### src/rtl/io_dec_pkg.sv
// Shared types, default widths and address-compare helper for the IO strobe decoder.
package io_dec_pkg;

    localparam int unsigned DEF_NCH = 8;
    localparam int unsigned DEF_AW  = 8;
    localparam int unsigned DEF_WW  = 4;
    localparam int unsigned MAX_AW  = 32;

    typedef enum logic [1:0] {
        IDLE   = 2'd0,
        STROBE = 2'd1,
        DONE   = 2'd2,
        MISS   = 2'd3
    } state_t;

    // Masked equality: bits with mask=1 are compared, others are don't-care.
    function automatic logic addr_match(
        input logic [MAX_AW-1:0] addr,
        input logic [MAX_AW-1:0] base,
        input logic [MAX_AW-1:0] mask
    );
        return (addr & mask) == (base & mask);
    endfunction

    // Index width that stays legal for a single-channel build.
    function automatic int unsigned idx_width(input int unsigned n);
        return (n > 1) ? $clog2(n) : 1;
    endfunction

endpackage

### src/rtl/io_addr_match.sv
// NCH-way masked address compare with lowest-index priority resolution.
module io_addr_match
    import io_dec_pkg::*;
#(
    parameter int unsigned       NCH  = DEF_NCH,
    parameter int unsigned       AW   = DEF_AW,
    parameter int unsigned       IW   = idx_width(NCH),
    parameter logic [NCH*AW-1:0] BASE = '0,
    parameter logic [NCH*AW-1:0] MASK = '1
) (
    input  logic [AW-1:0] addr,
    output logic          hit_c,
    output logic [IW-1:0] idx_c
);

    logic [NCH-1:0] match_c;

    always_comb begin
        for (int i = 0; i < NCH; i++) begin
            match_c[i] = addr_match(MAX_AW'(addr),
                                    MAX_AW'(BASE[i*AW +: AW]),
                                    MAX_AW'(MASK[i*AW +: AW]));
        end
    end

    // Scan high to low so the lowest matching index is written last and wins.
    always_comb begin
        hit_c = 1'b0;
        idx_c = '0;
        for (int i = NCH - 1; i >= 0; i--) begin
            if (match_c[i]) begin
                hit_c = 1'b1;
                idx_c = IW'(i);
            end
        end
    end

endmodule

### src/rtl/io_strobe_decoder.sv
// Registered IO address decoder: per-channel chip selects, gated RD/WR strobes
// and per-channel wait states ending in READY.
module io_strobe_decoder
    import io_dec_pkg::*;
#(
    parameter int unsigned       NCH  = DEF_NCH,
    parameter int unsigned       AW   = DEF_AW,
    parameter int unsigned       WW   = DEF_WW,
    parameter logic [NCH*AW-1:0] BASE = '0,
    parameter logic [NCH*AW-1:0] MASK = '1,
    parameter logic [NCH*WW-1:0] WAIT = '0,
    localparam int unsigned      IW   = idx_width(NCH)
) (
    input  logic           CLK,
    input  logic           RESET,
    input  logic           IOREQ,
    input  logic           RD,
    input  logic           WR,
    input  logic [AW-1:0]  ADDR,
    output logic [NCH-1:0] CS_N,
    output logic           RD_N,
    output logic           WR_N,
    output logic           READY,
    output logic           HIT,
    output logic [IW-1:0]  HIT_IDX
);

    state_t         state_q, state_d;
    logic [WW-1:0]  cnt_q, cnt_d;
    logic [NCH-1:0] cs_n_q, cs_n_d;
    logic           rd_n_q, rd_n_d;
    logic           wr_n_q, wr_n_d;
    logic           ready_q, ready_d;
    logic           hit_q, hit_d;
    logic [IW-1:0]  idx_q, idx_d;
    logic           rel_c;

    logic           match_hit_c;
    logic [IW-1:0]  match_idx_c;

    io_addr_match #(
        .NCH  (NCH),
        .AW   (AW),
        .IW   (IW),
        .BASE (BASE),
        .MASK (MASK)
    ) u_match (
        .addr  (ADDR),
        .hit_c (match_hit_c),
        .idx_c (match_idx_c)
    );

    always_ff @(posedge CLK or posedge RESET) begin
        if (RESET) begin
            state_q <= IDLE;
            cnt_q   <= '0;
            cs_n_q  <= '1;
            rd_n_q  <= 1'b1;
            wr_n_q  <= 1'b1;
            ready_q <= 1'b0;
            hit_q   <= 1'b0;
            idx_q   <= '0;
        end else begin
            state_q <= state_d;
            cnt_q   <= cnt_d;
            cs_n_q  <= cs_n_d;
            rd_n_q  <= rd_n_d;
            wr_n_q  <= wr_n_d;
            ready_q <= ready_d;
            hit_q   <= hit_d;
            idx_q   <= idx_d;
        end
    end

    // Outputs hold by default; rel_c returns everything to idle values.
    always_comb begin
        state_d = state_q;
        cnt_d   = cnt_q;
        cs_n_d  = cs_n_q;
        rd_n_d  = rd_n_q;
        wr_n_d  = wr_n_q;
        ready_d = ready_q;
        hit_d   = hit_q;
        idx_d   = idx_q;
        rel_c   = 1'b0;

        case (state_q)
            IDLE: begin
                if (IOREQ) begin
                    if (match_hit_c && (RD != WR)) begin
                        state_d = STROBE;
                        cnt_d   = WAIT[int'(match_idx_c)*WW +: WW];
                        cs_n_d  = ~(NCH'(1) << match_idx_c);
                        rd_n_d  = ~RD;
                        wr_n_d  = ~WR;
                        hit_d   = 1'b1;
                        idx_d   = match_idx_c;
                    end else begin
                        state_d = MISS;
                        ready_d = 1'b1;
                    end
                end
            end
            STROBE: begin
                if (!IOREQ) begin
                    rel_c = 1'b1;
                end else if (cnt_q == '0) begin
                    state_d = DONE;
                    ready_d = 1'b1;
                end else begin
                    cnt_d = cnt_q - WW'(1);
                end
            end
            DONE, MISS: begin
                if (!IOREQ) begin
                    rel_c = 1'b1;
                end
            end
            default: begin
                rel_c = 1'b1;
            end
        endcase

        if (rel_c) begin
            state_d = IDLE;
            cnt_d   = '0;
            cs_n_d  = '1;
            rd_n_d  = 1'b1;
            wr_n_d  = 1'b1;
            ready_d = 1'b0;
            hit_d   = 1'b0;
            idx_d   = '0;
        end
    end

    assign CS_N    = cs_n_q;
    assign RD_N    = rd_n_q;
    assign WR_N    = wr_n_q;
    assign READY   = ready_q;
    assign HIT     = hit_q;
    assign HIT_IDX = idx_q;

endmodule
### config.mk
export PLATFORM = sky130hd
export DESIGN_NAME = io_strobe_decoder
export DESIGN_NICKNAME = d
export VERILOG_FILES = /design/src/rtl/io_dec_pkg.sv /design/src/rtl/io_addr_match.sv /design/src/rtl/io_strobe_decoder.sv
export SDC_FILE = /design/constraint.sdc
export NUM_CORES = 1
export LEC_CHECK = 0
export ABC_AREA = 1
export ABC_CLOCK_PERIOD_IN_PS = 1200
export BUFFER_PORTS_ARGS = -buffer_cell sky130_fd_sc_hd__buf_2
export CORE_MARGIN = 2
export CORE_UTILIZATION = 42
export CTS_CLUSTER_SIZE = 14
export DETAILED_ROUTE_END_ITERATION = 8
export GPL_TIMING_DRIVEN = 0
export MAX_ROUTING_LAYER = met4
export PLACE_DENSITY_LB_ADDON = 0.25
export SYNTH_ARGS = -nofsm -noshare
export SYNTH_HDL_FRONTEND = slang
export SYNTH_SLANG_ARGS = --single-unit
### constraint.sdc
create_clock -name CLK -period 1.2 [get_ports CLK]
set_clock_uncertainty 0.1 [all_clocks]
set_input_delay 0 -clock CLK [delete_from_list [all_inputs] [get_ports CLK]]
set_output_delay 0 -clock CLK [all_outputs]
set_load 0.02 [all_outputs]
==> results.py <==
metrics = {
    "floorplanning": {
        "start_util": 0.441,
        "die_h_um": 46.1,
        "ios": 28,
        "die_w_um": 46.1,
        "die_area_um2": 2130,
        "core.rowCount": 15,
        "core-area_um2": 1690,
    },
    "critical_path": {
        "r2r_slack_ns": -0.11,
        "crit_slowest_cell": "dfrtp_1",
        "critPathMaxStageDelay_ns": 0.40,
        "cpMostUsedCell": "inv_2",
        "arrival_ns": 1.41,
        "worstSetupStartpointType": "flop",
        "critPathKind": "flop to flop",
        "reg2reg_from": "cnt_q[0]",
        "cp_cell_sequence": "inv_2 > ha_4 > nand2_4 > nor2_4 > inv_2 > o21ai_2 > nand3_2 > nand2_1",
        "path_delay_family": "flip-flops",
        "cp-end-kind": "flop",
        "critPathMaxFanout": 2,
        "crit_buf_inv": 2,
        "cp-startpoint": "cnt_q[0]",
        "critical_path_required_ns": 1.30,
    },
    "timing": {
        "setup_violations": 9,
        "clock.fmax_mhz": 763,
        "fin_crit_ns": 1.31,
        "slew_violations": 0,
        "fin_tns_setup_ns": -0.754,
        "final_hold_viol_count": 1,
        "rsz0062_at_grt": "true",
        "setup_slack_ns": -0.110,
        "hold_slack_ns": -0.0157,
        "period_share": 1.09,
    },
    "yosys": {
        "synth_area_leader_cell": "dfrtp_1",
        "synth.area.top_cells": "dfrtp_1 27%, nand2_1 15%, dfstp_2 11%, buf_4 10%, nand3_1 6.1%",
        "syn_inst": 100,
        "yosysWarnings": 0,
        "synth_top_area_frac": 0.269,
        "synth_area_um2": 744,
        "ys_seq_area_frac": 0.375,
        "synth_cell_type_count": 21,
        "synth.avg_cell_area_um2": 7.44,
        "ys_ff_latch": 11,
    },
    "clocking": {
        "numCtsBuffers": 3,
        "htreeDepth": 1,
        "clk_latency_ns": 0.26,
        "hold_buffers": 4,
        "cts_tree": "yes",
        "cts_sinks": 11,
        "clock_tree.root_cell": "clkbuf_4",
        "cts_buffer_depth": 2,
        "clk_pin_slew_worst_paths_ns": 0.07,
    },
    "final_layout": {
        "fin_nets": 152,
        "final_util": 0.614,
        "syn_to_final_growth_pct": 39.3,
        "drive_above_1_share": 0.471,
        "final_cell_mix": "25 x nand2_1, 17 x buf_2, 13 x buf_4",
        "layout_commonest_cell": "nand2_1",
        "diodes": 0,
    },
    "placement": {
        "place.gp.congestion": 0.774,
        "dp_worst_setup_slack_ns": -0.186,
        "portBuffers": 17,
        "hpwlAfterDp_um": 1040,
    },
    "min_path": {
        "min-delay-start": "IOREQ",
        "hold_class": "input pin to flop",
    },
    "power_and_ir_drop": {
        "ir_drop_uv": 1240,
        "power.total_uw": 2300,
        "powerDensity_nw_per_um2": 2220,
        "power_leakage_uw": 0.000553,
    },
    "global_route": {
        "grt_pass1_wl_um": 2350,
        "grt_usage": 0.159,
        "grt_pass1_vias": 567,
        "grt-ovfl-total": 0,
        "grt_max_degree": 12,
        "antenna_found_initial": 0,
    },
    "detailed_routing": {
        "wl_per_cell_um": 9.90,
        "vias": 694,
        "via_per_inst": 4.54,
        "drc": 0,
        "first_iter_violations": 16,
        "wirelength_um": 1520,
        "drtPass1Iterations": 4,
        "antenna_left": 0,
    },
    "outcome": {
        "status": "complete, but fails checks",
        "violations": "negative hold slack, negative setup slack",
    },
    "job": {
        "drv_cap": 0,
    },
}
worst reg2reg max path, stage by stage, from the launching register on:
cell     delay, ns
dfrtp_1       0.40
inv_2         0.09
ha_4          0.14
nand2_4       0.04
nor2_4        0.12
inv_2         0.05
o21ai_2       0.16
nand3_2       0.10
nand2_1       0.07
final cells by class:
class | count | area, um2
fillers | 159 | 652
multi-input cells | 76 | 444
flip-flops and latches | 11 | 280
repair buffers | 24 | 148
plain buffers | 10 | 75.1
inverters | 11 | 41.3
clock buffers | 3 | 22.5
well taps | 17 | 21.3
clock inverters | 1 | 5.00
per-stage QoR:
step,cells,hold WS [ns],instance area [um2]
floorplan,108,-0.250,795
global placement,142,-0.105,901
global route,153,-0.0210,1040
finish,153,-0.0157,1040
CTS,153,-0.00429,1020
detailed placement,142,-0.0988,901
sequential cells by signal (all words and copies together), names as in the netlist:
name,count
state_q,2
CS_N,1
READY,1
RD_N,1
cnt_q,4
WR_N,1
HIT,1
logic make-up after synthesis:
family | count (synthesis) | share of synthesized area
and+or+nand+nor | 58 | 0.353
buffers and inverters | 21 | 0.156
DFF | 11 | 0.375
AOI/OAI and AO/OA | 4 | 0.0487
xor gates and xnor gates | 2 | 0.0235
adders and majority gates | 2 | 0.0336
other | 2 | 0.0101
final timing paths:
path | end | cells past startpoint
worst min register to register | READY | 2
worst max-delay path | state_q[1] | 8
worst min-delay path | CS_N[0] | 4
worst max register to register | state_q[1] | 8
min in group asynchronous | state_q[0] | 3
max in group asynchronous | RD_N | 3
synth_stat cells:
cell,count
xor2_1,1
nor2_2,4
inv_2,4
nand2_1,30
dfrtp_1,8
buf_4,10
nand2_4,1
o22ai_1,1
nand3_1,9
ha_1,2
dfstp_2,3
o21ai_4,1
nand2_2,1
xnor2_1,1
inv_1,7
o21ai_0,1
nor2_1,11
o21ai_2,1
nand3_2,1
nor2_4,1
conb_1,2
power breakdown:
| part | internal [uW] | leakage (uW) | total, uW | switching (uW) |
|---|---|---|---|---|
| registers | 543 | 0.000135 | 683 | 139 |
| clock network | 123 | 0.0000177 | 236 | 113 |
| logic | 544 | 0.000401 | 1390 | 842 |
| total | 1210 | 0.000553 | 2300 | 1090 |
metal layers:
| layer | wire length (um) | global-route usage | vias up |
|---|---|---|---|
| met5 | 0 | - | - |
| met4 | 40 | 0.0857 | 0 |
| met3 | 75 | 0.0157 | 4 |
| met2 | 733 | 0.247 | 23 |
| met1 | 665 | 0.201 | 308 |
| li1 | - | - | 359 |
repair_timing:
item / in CTS / in global routing
gates resized for setup: 6 / 8
setup endpoints to repair: 10 / 11
endpoints found under the hold margin: 15 / 1
setup buffers: 3 / 0
pin swaps: 8 / 5
(Power assumes the default switching activity.)
